$ cat src/rtl/float_div_seq_if.sv
// Request/acknowledge bundle between the float unit and the sequential divider.
// The master issues operands with req; the slave reports busy, ack and the quotient.
interface float_div_seq_if #(
   parameter int float_width = 32
);
   logic                   req;
   logic [float_width-1:0] a;
   logic [float_width-1:0] b;
   logic                   busy;
   logic                   ack;
   logic [float_width-1:0] out;

   modport master (output req, a, b, input busy, ack, out);
   modport slave  (input req, a, b, output busy, ack, out);
endinterface

$ cat src/rtl/float_div_seq.sv
// Sequential single-precision divider: restoring mantissa division, one quotient
// bit per clock, fixed 26-edge latency from accept to ack, truncating result.
module float_div_seq #(
   parameter int float_width = 32,
   parameter int div_bits    = 25
) (
   input  logic            clk,
   input  logic            rst,
   float_div_seq_if.slave  bus
);

   typedef enum logic [1:0] {
      IDLE   = 2'd0,
      DIVIDE = 2'd1,
      NORM   = 2'd2
   } state_t;

   state_t      state_q, state_d;
   logic        sign_q, sign_d;
   logic [7:0]  ea_q, ea_d;
   logic [7:0]  eb_q, eb_d;
   logic        a_zero_q, a_zero_d;
   logic        b_zero_q, b_zero_d;
   logic [24:0] rem_q, rem_d;
   logic [23:0] div_q, div_d;
   logic [24:0] quo_q, quo_d;
   logic [4:0]  cnt_q, cnt_d;
   logic        busy_q, busy_d;
   logic        ack_q, ack_d;
   logic [31:0] out_q, out_d;

   logic        rem_ge_s;
   logic [24:0] diff_s;

   // Special cases take priority; otherwise normalise on the quotient MSB and clamp.
   function automatic logic [31:0] pack_result(
      input logic        sign,
      input logic [7:0]  ea,
      input logic [7:0]  eb,
      input logic        a_zero,
      input logic        b_zero,
      input logic [24:0] q
   );
      logic signed [9:0] e;
      logic [22:0]       mant;
      logic [31:0]       res;
      e    = $signed({2'b00, ea}) - $signed({2'b00, eb}) + (q[24] ? 10'sd127 : 10'sd126);
      mant = q[24] ? q[23:1] : q[22:0];
      if (a_zero && b_zero) begin
         res = 32'h7FC0_0000;
      end else if (a_zero) begin
         res = 32'h0000_0000;
      end else if (b_zero) begin
         res = {sign, 8'hFF, 23'd0};
      end else if (e >= 10'sd255) begin
         res = {sign, 8'hFF, 23'd0};
      end else if (e <= 10'sd0) begin
         res = 32'h0000_0000;
      end else begin
         res = {sign, e[7:0], mant};
      end
      return res;
   endfunction

   assign rem_ge_s = (rem_q >= {1'b0, div_q});
   assign diff_s   = rem_ge_s ? (rem_q - {1'b0, div_q}) : rem_q;

   // Next-state and datapath: accept in IDLE, one restoring step per DIVIDE edge, pack in NORM.
   always_comb begin
      state_d  = state_q;
      sign_d   = sign_q;
      ea_d     = ea_q;
      eb_d     = eb_q;
      a_zero_d = a_zero_q;
      b_zero_d = b_zero_q;
      rem_d    = rem_q;
      div_d    = div_q;
      quo_d    = quo_q;
      cnt_d    = cnt_q;
      busy_d   = busy_q;
      ack_d    = 1'b0;
      out_d    = out_q;
      case (state_q)
         IDLE: begin
            if (bus.req) begin
               sign_d   = bus.a[31] ^ bus.b[31];
               ea_d     = bus.a[30:23];
               eb_d     = bus.b[30:23];
               a_zero_d = (bus.a[30:23] == 8'd0);
               b_zero_d = (bus.b[30:23] == 8'd0);
               rem_d    = {1'b0, 1'b1, bus.a[22:0]};
               div_d    = {1'b1, bus.b[22:0]};
               quo_d    = 25'd0;
               cnt_d    = 5'(div_bits - 1);
               busy_d   = 1'b1;
               state_d  = DIVIDE;
            end else begin
               busy_d   = 1'b0;
            end
         end
         DIVIDE: begin
            // diff_s is always below the divisor, so the shift cannot overflow 25 bits.
            rem_d = {diff_s[23:0], 1'b0};
            quo_d = {quo_q[23:0], rem_ge_s};
            if (cnt_q == 5'd0) begin
               state_d = NORM;
            end else begin
               cnt_d = cnt_q - 5'd1;
            end
         end
         NORM: begin
            out_d   = pack_result(sign_q, ea_q, eb_q, a_zero_q, b_zero_q, quo_q);
            ack_d   = 1'b1;
            busy_d  = 1'b0;
            state_d = IDLE;
         end
         default: begin
            busy_d  = 1'b0;
            state_d = IDLE;
         end
      endcase
   end

   // State and output registers; reset aborts any divide in flight.
   always_ff @(posedge clk or negedge rst) begin
      if (!rst) begin
         state_q  <= IDLE;
         sign_q   <= 1'b0;
         ea_q     <= 8'd0;
         eb_q     <= 8'd0;
         a_zero_q <= 1'b0;
         b_zero_q <= 1'b0;
         rem_q    <= 25'd0;
         div_q    <= 24'd0;
         quo_q    <= 25'd0;
         cnt_q    <= 5'd0;
         busy_q   <= 1'b0;
         ack_q    <= 1'b0;
         out_q    <= 32'd0;
      end else begin
         state_q  <= state_d;
         sign_q   <= sign_d;
         ea_q     <= ea_d;
         eb_q     <= eb_d;
         a_zero_q <= a_zero_d;
         b_zero_q <= b_zero_d;
         rem_q    <= rem_d;
         div_q    <= div_d;
         quo_q    <= quo_d;
         cnt_q    <= cnt_d;
         busy_q   <= busy_d;
         ack_q    <= ack_d;
         out_q    <= out_d;
      end
   end

   assign bus.busy = busy_q;
   assign bus.ack  = ack_q;
   assign bus.out  = out_q;

endmodule

$ cat src/flat_wrapper.sv
// flat-port wrapper written by rule: the top's interface ports become plain ports
module float_div_seq_flat 
#(
   parameter int float_width = 32,
   parameter int div_bits    = 25
)
  (clk, rst, bus_req, bus_a, bus_b, bus_busy, bus_ack, bus_out);
  float_div_seq_if #(.float_width(float_width)) bus_i ();
  input  logic clk;
  input  logic rst;
  input wire logic [$bits(bus_i.req)-1:0] bus_req;
  input wire logic [$bits(bus_i.a)-1:0] bus_a;
  input wire logic [$bits(bus_i.b)-1:0] bus_b;
  output wire logic [$bits(bus_i.busy)-1:0] bus_busy;
  output wire logic [$bits(bus_i.ack)-1:0] bus_ack;
  output wire logic [$bits(bus_i.out)-1:0] bus_out;
  assign bus_i.req = bus_req;
  assign bus_i.a = bus_a;
  assign bus_i.b = bus_b;
  assign bus_busy = bus_i.busy;
  assign bus_ack = bus_i.ack;
  assign bus_out = bus_i.out;
  float_div_seq #(.float_width(float_width), .div_bits(div_bits)) u_core (.clk(clk), .rst(rst), .bus(bus_i));
endmodule
$ cat config.mk
export PLATFORM = sky130hd
export DESIGN_NAME = float_div_seq_flat
export DESIGN_NICKNAME = d
export VERILOG_FILES = /design/src/rtl/float_div_seq_if.sv /design/src/rtl/float_div_seq.sv /design/src/flat_wrapper.sv
export SDC_FILE = /design/constraint.sdc
export NUM_CORES = 1
export LEC_CHECK = 0
export BUFFER_PORTS_ARGS = -buffer_cell sky130_fd_sc_hd__buf_2
export CAP_MARGIN = 20
export CORE_UTILIZATION = 63
export CTS_CLUSTER_SIZE = 12
export DETAILED_ROUTE_END_ITERATION = 6
export GPL_ROUTABILITY_DRIVEN = 0
export PLACE_DENSITY = 0.88
export SYNTH_ARGS = -nofsm -noshare
export SYNTH_HDL_FRONTEND = slang
export SYNTH_SLANG_ARGS = --single-unit
$ cat constraint.sdc
create_clock -name clk -period 5.7 [get_ports clk]
set_input_delay 1.14 -clock clk [delete_from_list [all_inputs] [get_ports clk]]
set_output_delay 1.14 -clock clk [all_outputs]
set_load 0.005 [all_outputs]
### Word-level counts from Yosys, hierarchy flattened

Cells that the tools add are included.

| word-level totals | value |
|---|---|
| bits in writable memories | 0 |
| bits in latches | 0 |
| bits of input ports | 67 |
| bits in registers | 134 |
| ROM bits | 0 |
| memories kept | 0 |

| operators by class | value |
|---|---|
| reduce and logical (&&, ||, !) cells | 10 |
| div/mod/pow operators | 0 |
| bitwise gates (word level) | 1 |
| $add $sub $neg | 4 |
| muxes and demuxes | 21 |
| shift operators | 0 |
| $lt $le $gt $ge | 3 |
| multiply operators | 0 |
| equal/unequal tests | 5 |

Operators with widths:

| kind | count |
|---|---|
| $mux W32 | 5 |
| $pmux W25 S2 | 2 |
| $mux W25 | 2 |
| $ge A25 B24 Y1 | 1 |
| $mux W24 | 1 |
| $sub A24 B24 Y24 | 1 |
| $mux W23 | 1 |
| $logic_not A8 Y1 | 2 |
| $add A10 B10 Y10 | 1 |
| $ge A10 B9 Y1 const B | 1 |
| $le A10 B1 Y1 const B | 1 |
| $mux W5 | 2 |
| $pmux W5 S2 | 1 |
| $sub A8 B8 Y9 | 1 |
| $reduce_and A2 Y1 | 3 |
| $logic_not A5 Y1 | 1 |
| $sub A5 B1 Y5 const B | 1 |
| $mux W2 | 2 |
| $ne A2 B2 Y1 const B | 2 |
| $pmux W2 S2 | 1 |
| $mux W1 | 3 |
| $reduce_and A3 Y1 | 1 |
| $eq A2 B1 Y1 const B | 1 |
| $eq A2 B2 Y1 const B | 1 |
| other kinds (6) | 6 |

### Logic depth before layout (Yosys ltp)

Gate-level depths: netlist (run 1).

| logic depth | value |
|---|---|
| word-level depth | 8 |
| mapped depth | 15 |
| mapped depth without buffers | 14 |

### Least setup slack after synthesis (run 1)

OpenSTA, ideal clock, no wires.

| timing | value |
|---|---|
| path kind | reg2reg |
| start | register u_core.ea_q[0] |
| end | register u_core.out_q[22] (netlist: u_core.bus.out[22]) |
| arrival | 3.203 ns |
| cell stages (with the launch flop) | 15 |
| slack | 2.371 ns |
| path through | dfrtp_1 > inv_1 > ha_1 > inv_1 > fa_1 > a211oi_2 > nor2_1 > xor2_1 > or3_1 > or3_1 > nand2b_4 > a2111oi_4 > or3_4 > buf_6 > o22ai_2 |

| on the way | value |
|---|---|
| word-level cells in the longest chain between the ends | 8 |
| elaborated cells between the ends (all ways) | 9 |
| classes of those cells | add/sub (2); order compare (2); mux (5) |

RTL lines:

| what | line | source |
|---|---|---|
| from (decl) | float_div_seq.sv:20 | `logic [7:0] ea_q, ea_d;` |
| from (signal assigned) | float_div_seq.sv:129 | `ea_q <= 8'd0;` |
| from (signal assigned) | float_div_seq.sv:143 | `ea_q <= ea_d;` |
| $sub A8 B8 Y9 (*) | float_div_seq.sv:47 | `e = $signed({2'b00, ea}) - $signed({2'b00, eb}) + (q[24] ? 10'sd127 : 10'sd126);` |
| $add A10 B10 Y10 (*) | float_div_seq.sv:47 |  |
| $le A10 B1 Y1 | float_div_seq.sv:57 | `end else if (e <= 10'sd0) begin` |
| $mux W32 | float_div_seq.sv:57 |  |
| $mux W32 (*) | float_div_seq.sv:55 | `end else if (e >= 10'sd255) begin` |
| $mux W32 (*) | float_div_seq.sv:53 | `end else if (b_zero) begin` |
| $mux W32 (*) | float_div_seq.sv:51 | `end else if (a_zero) begin` |
| $mux W32 (*) | float_div_seq.sv:49 | `if (a_zero && b_zero) begin` |
| to (signal assigned) | float_div_seq.sv:153 | `out_q <= out_d;` |
| to (decl) | float_div_seq.sv:30 | `logic [31:0] out_q, out_d;` |

Mark *: on every way between the ends. The rest lies on a longest branch, timed or not.
A chain may end at the register's enable or synchronous reset.

### Worst setup path after layout (run 1)

| timing | value |
|---|---|
| start | register u_core.ea_q[0] |
| end | register u_core.out_q[15] (netlist: u_core.bus.out[15]) |

The elaborated chain is that of the path after synthesis.

==> results of run 1 <==
[tightest hold or removal path, stage by stage (launching register included)]
cell and delay, ns:
dfrtp_1 0.33, inv_1 0.05, nand2_1 0.05
[area by class of cell]
cell class	count	area (um^2)
Multi-Input combinational cell	652	3970
Sequential cell	134	3350
Fill cell	838	2870
Timing Repair Buffer	108	567
Clock buffer	22	444
Inverter	52	195
Tap cell	143	179
Clock inverter	9	81.3
[logic make-up (layout without fill, tap and decap cells)]
family / count (synthesis) / count (layout) / share of synthesized area
AND/OR/NAND/NOR: 310 / 310 / 0.182
AO/OA/AOI/OAI: 239 / 239 / 0.190
flip-flops: 134 / 134 / 0.436
buffers and inverters: 94 / 191 / 0.0482
adder cells (fa/ha/maj): 39 / 39 / 0.0651
multiplexers: 36 / 36 / 0.0469
XOR/XNOR: 28 / 28 / 0.0319
[power by group]
| part | total, mW | internal (mW) | switching, mW | leakage [nW] |
|---|---|---|---|---|
| clock network | 0.986 | 0.592 | 0.393 | 0.250 |
| logic | 3.91 | 1.57 | 2.34 | 2.33 |
| registers | 1.61 | 1.36 | 0.252 | 1.69 |
[flip-flops by register name, summed over array words and instances, names as in the netlist]
signal and cells:
u_core.a_zero_q 1, u_core.b_zero_q 1, u_core.bus.ack 1, u_core.bus.busy 1
u_core.bus.out 32, u_core.cnt_q 5, u_core.div_q 24, u_core.ea_q 8
u_core.eb_q 8, u_core.quo_q 25, u_core.rem_q 25, u_core.sign_q 1
u_core.state_q 2
[how the worst min path moves through the flow]
stage | slack [ns] | from | endpoint | depth (start not counted)
2_1_floorplan | 0.42 | u_core.div_q[23] | u_core.div_q[23] | 2
3_3_place_gp | 0.43 | u_core.div_q[23] | u_core.div_q[23] | 2
3_5_place_dp | 0.44 | u_core.div_q[23] | u_core.div_q[23] | 2
4_1_cts | 0.46 | u_core.div_q[23] | u_core.div_q[23] | 2
5_1_grt | 0.50 | u_core.bus.out[6] | u_core.bus.out[6] | 2
6_report | 0.46 | u_core.div_q[23] | u_core.div_q[23] | 2
[routing by layer]
layer	up-vias	GRT usage
met5	-	0
met4	0	0.127
met3	49	0.0632
met2	216	0.502
met1	3220	0.368
li1	3218	-
[per-stage QoR]
step	hold WS (ns)	setup WS, ns
global placement	0.432	2.21
CTS	0.464	2.12
finish	0.461	2.11
detailed placement	0.438	2.13
floorplan	0.418	2.37
global route	0.495	1.87
[cells in the final DEF, fill, tap and decap left out, types with 7 or more instances in the layout]
cell       instances
nand2_1          189
dfrtp_1          134
buf_2             99
o21ai_0           95
inv_1             52
a21oi_1           40
mux2i_1           36
ha_1              36
nor2_1            26
o21ai_1           23
clkbuf_16         17
a21o_1            16
and3_1            16
xor2_1            14
xnor2_1           14
nand3_1           14
a31oi_1           11
nor2b_1           10
o221ai_1           9
nor4_1             8
buf_4              8
nor3_1             7
or3_1              7
==> impl_metrics.ini, run 1 <==
[final_layout]
syn2layout_area_growth_pct = 14.3
drive_above_1_share = 0.156
n_antenna_cell = 0
nets = 1070
stdcell_area_um2 = 8790
finalNonFillerCells = 1120
post-route-util = 0.754

[yosys]
synthTopCellsByArea = dfrtp_1, nand2_1, o21ai_0
seq_area_frac_synth = 0.436
synth_seq_cells = 134
synthFlopType = dfrtp_1
synthArstFlopShare = 1.00
syn_area_per_cell_um2 = 8.74
synth_top_cells_by_count = nand2_1, dfrtp_1, o21ai_0
synth_edf_count = 0
yosysMostFrequentCell = nand2_1
yosys.area.top_type = dfrtp_1
synthCells = 880
netlist_area_um2 = 7690
synth_nets = 985
synth.yosys.warnings = 0
synth_cell_types = 64
netlist.area_leader.share = 0.436

[global_route]
grt_max_degree = 80
grt_pass1_wl_um = 29400
grt_remaining_overflow = 0
antenna_found_initial = 0
grt_pass1_vias = 6422
gr-usage-all-layers = 0.296

[worst_setup_path]
end_kind = flop
criticalPathCategory = flop to flop
crit-reg2reg-capture = u_core.bus.out[15]
critPathMaxStageDelay_ns = 0.43
start_kind = flop
critPathTopFamily = simple AND/OR/NAND/NOR gates
startpoint = u_core.ea_q[0]
reg2reg_depth = 13
r2r-start = u_core.ea_q[0]
ff2ff_setup_slack_ns = 2.11
critPathMaxFanout = 23
cp.arrival_ns = 3.89
cp.depth = 13
path_cells = inv_1, ha_1, inv_1, fa_1, a211oi_2, nor2_1, xor2_1, or3_1, or3_1, nand2b_4, a2111oi_4, or3_4, o21ai_0
cp.required_ns = 5.99
cp_num_buf_inv = 2
endpoint = u_core.bus.out[15]
slowest_stage = or3_1

[cts]
cts_hold_buf = 0
cts_max_path_buffers = 2
clk_latency_ns = 0.43
cts_tree = built
numCtsBuffers = 17
cts.sinks = 134
cts-resized-gates = 0
htreeDepth = 4
clk_pin_slew_worst_paths_ns = 0.05
root_buffer = clkbuf_16
cts_setup_buffers = 0

[drt]
wl_met1_um = 7670
wl_met2_um = 8550
dr.pass1.iters = 5
dr.max_layer_used = met4
dr_wl_met3_um = 882
antenna_left = 0
route.detailed.drc = 0
viasPerCell = 5.98
dr.first_iter.drc_count = 507
vias = 6703
wirelength_um = 17600
wl_per_cell_um = 15.7

[die]
rows = 39
start_util = 0.659
ios = 101
core_area_um2 = 11700
die_x_um = 112
dieArea_um2 = 12700
die_height_um = 112

[power_and_ir_drop]
leakage_nw = 4.27
total_power_mw = 6.51
power.density_nw_per_um2 = 740
ir_worst_vdd_uv = 505

[sta]
maxSlewHeadroom = 0.352
tightest_slew_ns = 0.973
report.final.slew_viol_count = 0
max_freq_mhz = 278
period_share = 0.630
setup_tns_ns = 0
setup_viol = 0
post-route-min-period_ns = 3.59
hold_viol_final = 0
skew_ns = 0.00872
rsz0062_at_grt = no

[run]
maxCapViolCount = 0

[place]
portBuffers = 100
dpl_cell_area_um2 = 8270
place_inst = 1089
hpwl_um = 11800

[min_path]
holdCritPathClass = flop to flop

[run_status]
outcome = finished clean
Power figures use the tool's default switching activity.
==> run 2: changes to the inputs <==
CORE_UTILIZATION = 59   (was 63)
PLACE_DENSITY = 0.83   (was 0.88)
clock period = 3.62 ns   (was 5.7 ns; I/O delays follow)
==> run 2 against run 1 <==
Effect of this change:
- cell count grew 3.9%
- design area grew 2.4%
- sequential power grew 57%
==> impl_metrics.ini, run 2 (synthesized netlist as in run 1, its figures left out) <==
[run_status]
outcome = finished clean

[drt]
viasPerCell = 5.81
dr.pass1.iters = 5
route.detailed.drc = 0
wl_per_cell_um = 15.5
antenna_left = 0
dr.first_iter.drc_count = 533
vias = 6762
wirelength_um = 18100

[cts]
cts_tree = built
cts_hold_buf = 0
cts_max_path_buffers = 2
htreeDepth = 4
clk_pin_slew_worst_paths_ns = 0.06
clk_latency_ns = 0.43
root_buffer = clkbuf_16
numCtsBuffers = 17
cts.sinks = 134

[place]
dpl_cell_area_um2 = 8380
hpwl_um = 11900
portBuffers = 100

[sta]
max_freq_mhz = 285
holdWs_ns = 0.317
maxSlewHeadroom = 0.295
hold_viol_final = 0
period_share = 0.969
setup_tns_ns = 0
report.final.slew_viol_count = 0
post-route-min-period_ns = 3.51
tightest_slew_ns = 1.06
skew_ns = 0.00932
setup_viol = 0

[worst_setup_path]
path_cells = inv_1, ha_1, inv_1, fa_2, inv_1, ha_1, xnor2_1, nand3_1, maj3_1, or4_1, a21oi_2, or3_1, or3_4, o21ai_1
criticalPathCategory = flop to flop
slowest_stage = fa_2
cp_common_cell = inv_1
critPathMaxFanout = 6
cp.arrival_ns = 3.82
critPathMaxStageDelay_ns = 0.52
start_kind = flop
end_kind = flop
cp.required_ns = 3.93
startpoint = u_core.ea_q[0]
ff2ff_setup_slack_ns = 0.11
r2r-start = u_core.ea_q[0]

[power_and_ir_drop]
pwr-share-seq = 0.239
swShare = 0.464
power.density_nw_per_um2 = 1180
p_int_mw = 5.68
power_frac_comb = 0.614
ir_worst_vdd_uv = 615
clkPwrFrac = 0.148
p_sw_mw = 4.91
leakage_nw = 4.35

[final_layout]
nets = 1084
largest_register_ffs = 32
post-route-util = 0.710
stdcell_area_um2 = 9000
syn2layout_area_growth_pct = 17.0
n_antenna_cell = 0
drive_above_1_share = 0.181
final_cell_mix = nand2_1, dfrtp_1, buf_2
mostFrequentLayoutCell = nand2_1

[global_route]
gr-usage-all-layers = 0.283
antenna_found_initial = 0
grt_max_degree = 79
grt_pass1_vias = 6318
grt_pass1_wl_um = 29600
grt_remaining_overflow = 0

[run]
maxCapViolCount = 0

[min_path]
holdCritPathClass = input port to asynchronous set/reset pin

[die]
dieArea_um2 = 13500
ios = 101
die_height_um = 116
die_x_um = 116
core_area_um2 = 12700
start_util = 0.607
rows = 41
## run 2: cell count changes in the layout (fill, tap and decap cells not counted), moves of 2 or more
cell and delta:
or3_4 +4, clkinv_2 +2, clkbuf_1 -5, inv_6 +4, buf_4 +10, o21ai_2 +2
## run 2: cell type report
type	instances	area (um^2)
clock buffers	17	425
well taps	172	215
flip-flops and latches	134	3350
inverters	52	195
repair buffers	119	662
fillers	999	3670
multi-input cells	655	4050
clock inverters	15	105
## run 2: power by group through the flow
stage	registers [mW]	logic, mW	clock network [mW]
floorplan	2.45	4.76	0
global placement	2.51	5.98	0
detailed placement	2.53	6.15	0
CTS	2.52	6.26	1.58
global route	2.60	7.23	1.65
finish	2.53	6.50	1.56
## run 2: final timing paths
kind | depth (start not counted) | to
setup / recovery | 14 | u_core.bus.out[5]
hold / removal | 1 | u_core.bus.out[24]
setup reg to reg | 14 | u_core.bus.out[5]
hold reg to reg | 2 | u_core.div_q[23]
max in group asynchronous | 2 | u_core.eb_q[6]
min in group clk | 2 | u_core.div_q[23]
## run 2: worst max-delay path, delay by kind of cell, from the launching register on
kind	cells	cell delay (ns)
AOI/OAI and AO/OA	2	0.32
xor gates and xnor gates	1	0.24
adders and majority gates	4	1.26
buffers and inverters	3	0.18
DFF	1	0.35
and+or+nand+nor	4	1.03
## run 2: through the flow
step	std cells	power (mW)	setup WS (ns)
after floorplan	880	7.21	0.291
after global placement	1127	8.48	0.146
after detailed placement	1127	8.69	0.0726
after CTS	1159	10.3	0.0103
after global routing	1164	11.5	-0.115
final	1164	10.6	0.112
## run 2: metal layers
layer  wire length (um)  vias to the layer above  global-route usage
met3                906                       34              0.0571
met4                388                        0               0.121
met5                  0                        -                   0
met2               8990                      218               0.477
met1               7810                     3251               0.355
li1                   -                     3259                   -
## run 2: timing repair
action | CTS | global route
gates resized for setup | 0 | 13
setup buffers | 0 | 2
endpoints found under the setup margin | 0 | 30
==> run 3: changes to the inputs <==
BUFFER_PORTS_ARGS = -buffer_cell sky130_fd_sc_hd__buf_4   (was -buffer_cell sky130_fd_sc_hd__buf_2)
CTS_CLUSTER_DIAMETER = 80   (was unset)
==> run 3 against run 2 <==
Effect of this change:
- clock power rose by 3%
- critical path type unchanged
- count of clock-buffer cells in the layout rose by 5
- power barely moved
- register-to-register slack improved by 0.09 ns
- critical path depth did not move
- sequential power barely moved
- critical endpoint is now u_core.bus.out[2]
- fmax rose by 2.7%
- sequential share of layout area fell by 0.85 points
- cell count fell by 0.60%
- wire length fell by 0.72%
- combinational power fell by 0.6%
==> impl_metrics.ini, run 3 (synthesized netlist as in run 1, its figures left out) <==
[power_and_ir_drop]
power.density_nw_per_um2 = 1150
total_power_mw = 10.6
leakage_nw = 4.39
ir_worst_vdd_uv = 566

[final_layout]
nets = 1081
stdcell_area_um2 = 9210
final_cell_mix = nand2_1, dfrtp_1, buf_4
drive_above_1_share = 0.170
finalNonFillerCells = 1157
largest_register_ffs = 32
n_antenna_cell = 0
mostFrequentLayoutCell = nand2_1
syn2layout_area_growth_pct = 19.7

[sta]
setup_tns_ns = 0
setup_viol = 0
report.final.slew_viol_count = 0
tightest_slew_ns = 1.05
maxSlewHeadroom = 0.298
post-route-min-period_ns = 3.42
rsz0062_at_grt = no
period_share = 0.943
hold_viol_final = 0
holdWs_ns = 0.368
max_freq_mhz = 293
skew_ns = 0.00577

[drt]
route.detailed.drc = 0
wirelength_um = 18000
dr.first_iter.drc_count = 530
viasPerCell = 5.83
dr.pass1.iters = 6
vias = 6745
wl_per_cell_um = 15.5
antenna_left = 0

[die]
rows = 41
die_height_um = 116
core_area_um2 = 12700
ios = 101
dieArea_um2 = 13500
die_x_um = 116
start_util = 0.607

[cts]
cts.sinks = 134
htreeDepth = 4
cts_hold_buf = 0
clk_latency_ns = 0.42
cts_tree = built
clk_pin_slew_worst_paths_ns = 0.05
cts_max_path_buffers = 2
root_buffer = clkbuf_16
numCtsBuffers = 17

[run_status]
outcome = finished clean

[worst_setup_path]
cp.required_ns = 3.92
end_kind = flop
criticalPathCategory = flop to flop
cp.arrival_ns = 3.72
start_kind = flop
critPathMaxFanout = 11

[place]
portBuffers = 100
place_inst = 1126
hpwl_um = 12200
dpl_cell_area_um2 = 8620

[global_route]
grt_max_degree = 82
antenna_found_initial = 0
grt_remaining_overflow = 0
grt_pass1_vias = 6379
gr-usage-all-layers = 0.282
grt_pass1_wl_um = 29600

[run]
maxCapViolCount = 0

[min_path]
holdCritPathClass = input port to asynchronous set/reset pin
-- run 3: cell count changes in the layout (fill, tap and decap cells not counted), sizes merged --
| cell | change |
|---|---|
| bufinv | +2 |
| or3 | -1 |
| clkinvlp | -3 |
| clkbuf | +5 |
| inv | -4 |
| clkinv | -4 |
| buf | -2 |
-- run 3: power by group --
| part | switching, mW | leakage, nW | internal (mW) |
|---|---|---|---|
| sequential | 0.388 | 1.69 | 2.14 |
| clock | 0.594 | 0.265 | 1.01 |
| combinational | 3.79 | 2.44 | 2.67 |
| total | 4.77 | 4.39 | 5.82 |
-- run 3: timing repair --
item | CTS | global route
endpoints found under the hold margin | 0 | 0
buffers inserted | 0 | 1
gates resized for setup | 0 | 9
endpoints found under the setup margin | 0 | 30
-- run 3: path summary, 6_finish.rpt --
| check | startpoint | to | slack (ns) | cells past startpoint |
|---|---|---|---|---|
| max | u_core.ea_q[0] | u_core.bus.out[2] | 0.20 | 14 |
| min | rst | u_core.bus.out[29] | 0.37 | 1 |
| max reg2reg | u_core.ea_q[0] | u_core.bus.out[2] | 0.20 | 14 |
| min reg2reg | u_core.div_q[23] | u_core.div_q[23] | 0.46 | 2 |
| max in group asynchronous | rst | u_core.bus.out[6] | 2.33 | 2 |
| min in group clk | u_core.div_q[23] | u_core.div_q[23] | 0.46 | 2 |
-- run 3: critical path: stages (launching register included) --
cell and delay (ns):
dfrtp_1 0.36, inv_1 0.07, ha_1 0.16, inv_1 0.06, fa_2 0.53, inv_1 0.05, ha_1 0.23, xnor2_1 0.21
nand3_1 0.11, maj3_1 0.36, or4_1 0.41, a21oi_1 0.24, or3_1 0.21, or3_4 0.22, o21ai_1 0.09
-- run 3: area by class of cell --
type                       instances  area (um^2)
multi-input combinational        654         4020
fill                             934         3460
sequential                       134         3350
timing repair buffer             117          891
clock buffer                      22          454
tap                              172          215
inverter                          52          195
clock inverter                     6         80.1
-- run 3: layer usage --
metal	global-route usage	vias up	part of all wire
li1	-	3257	-
met1	0.353	3219	0.43
met2	0.490	232	0.50
met3	0.0498	37	0.051
met4	0.107	0	0.020
met5	0	-	0
-- run 3: per-stage QoR --
stage                util  worst slack (ns)
floorplan               -             0.291
global placement    0.680             0.151
detailed placement  0.680            0.0756
CTS                 0.722            0.0513
global route        0.727            0.0330
finish              0.727             0.205
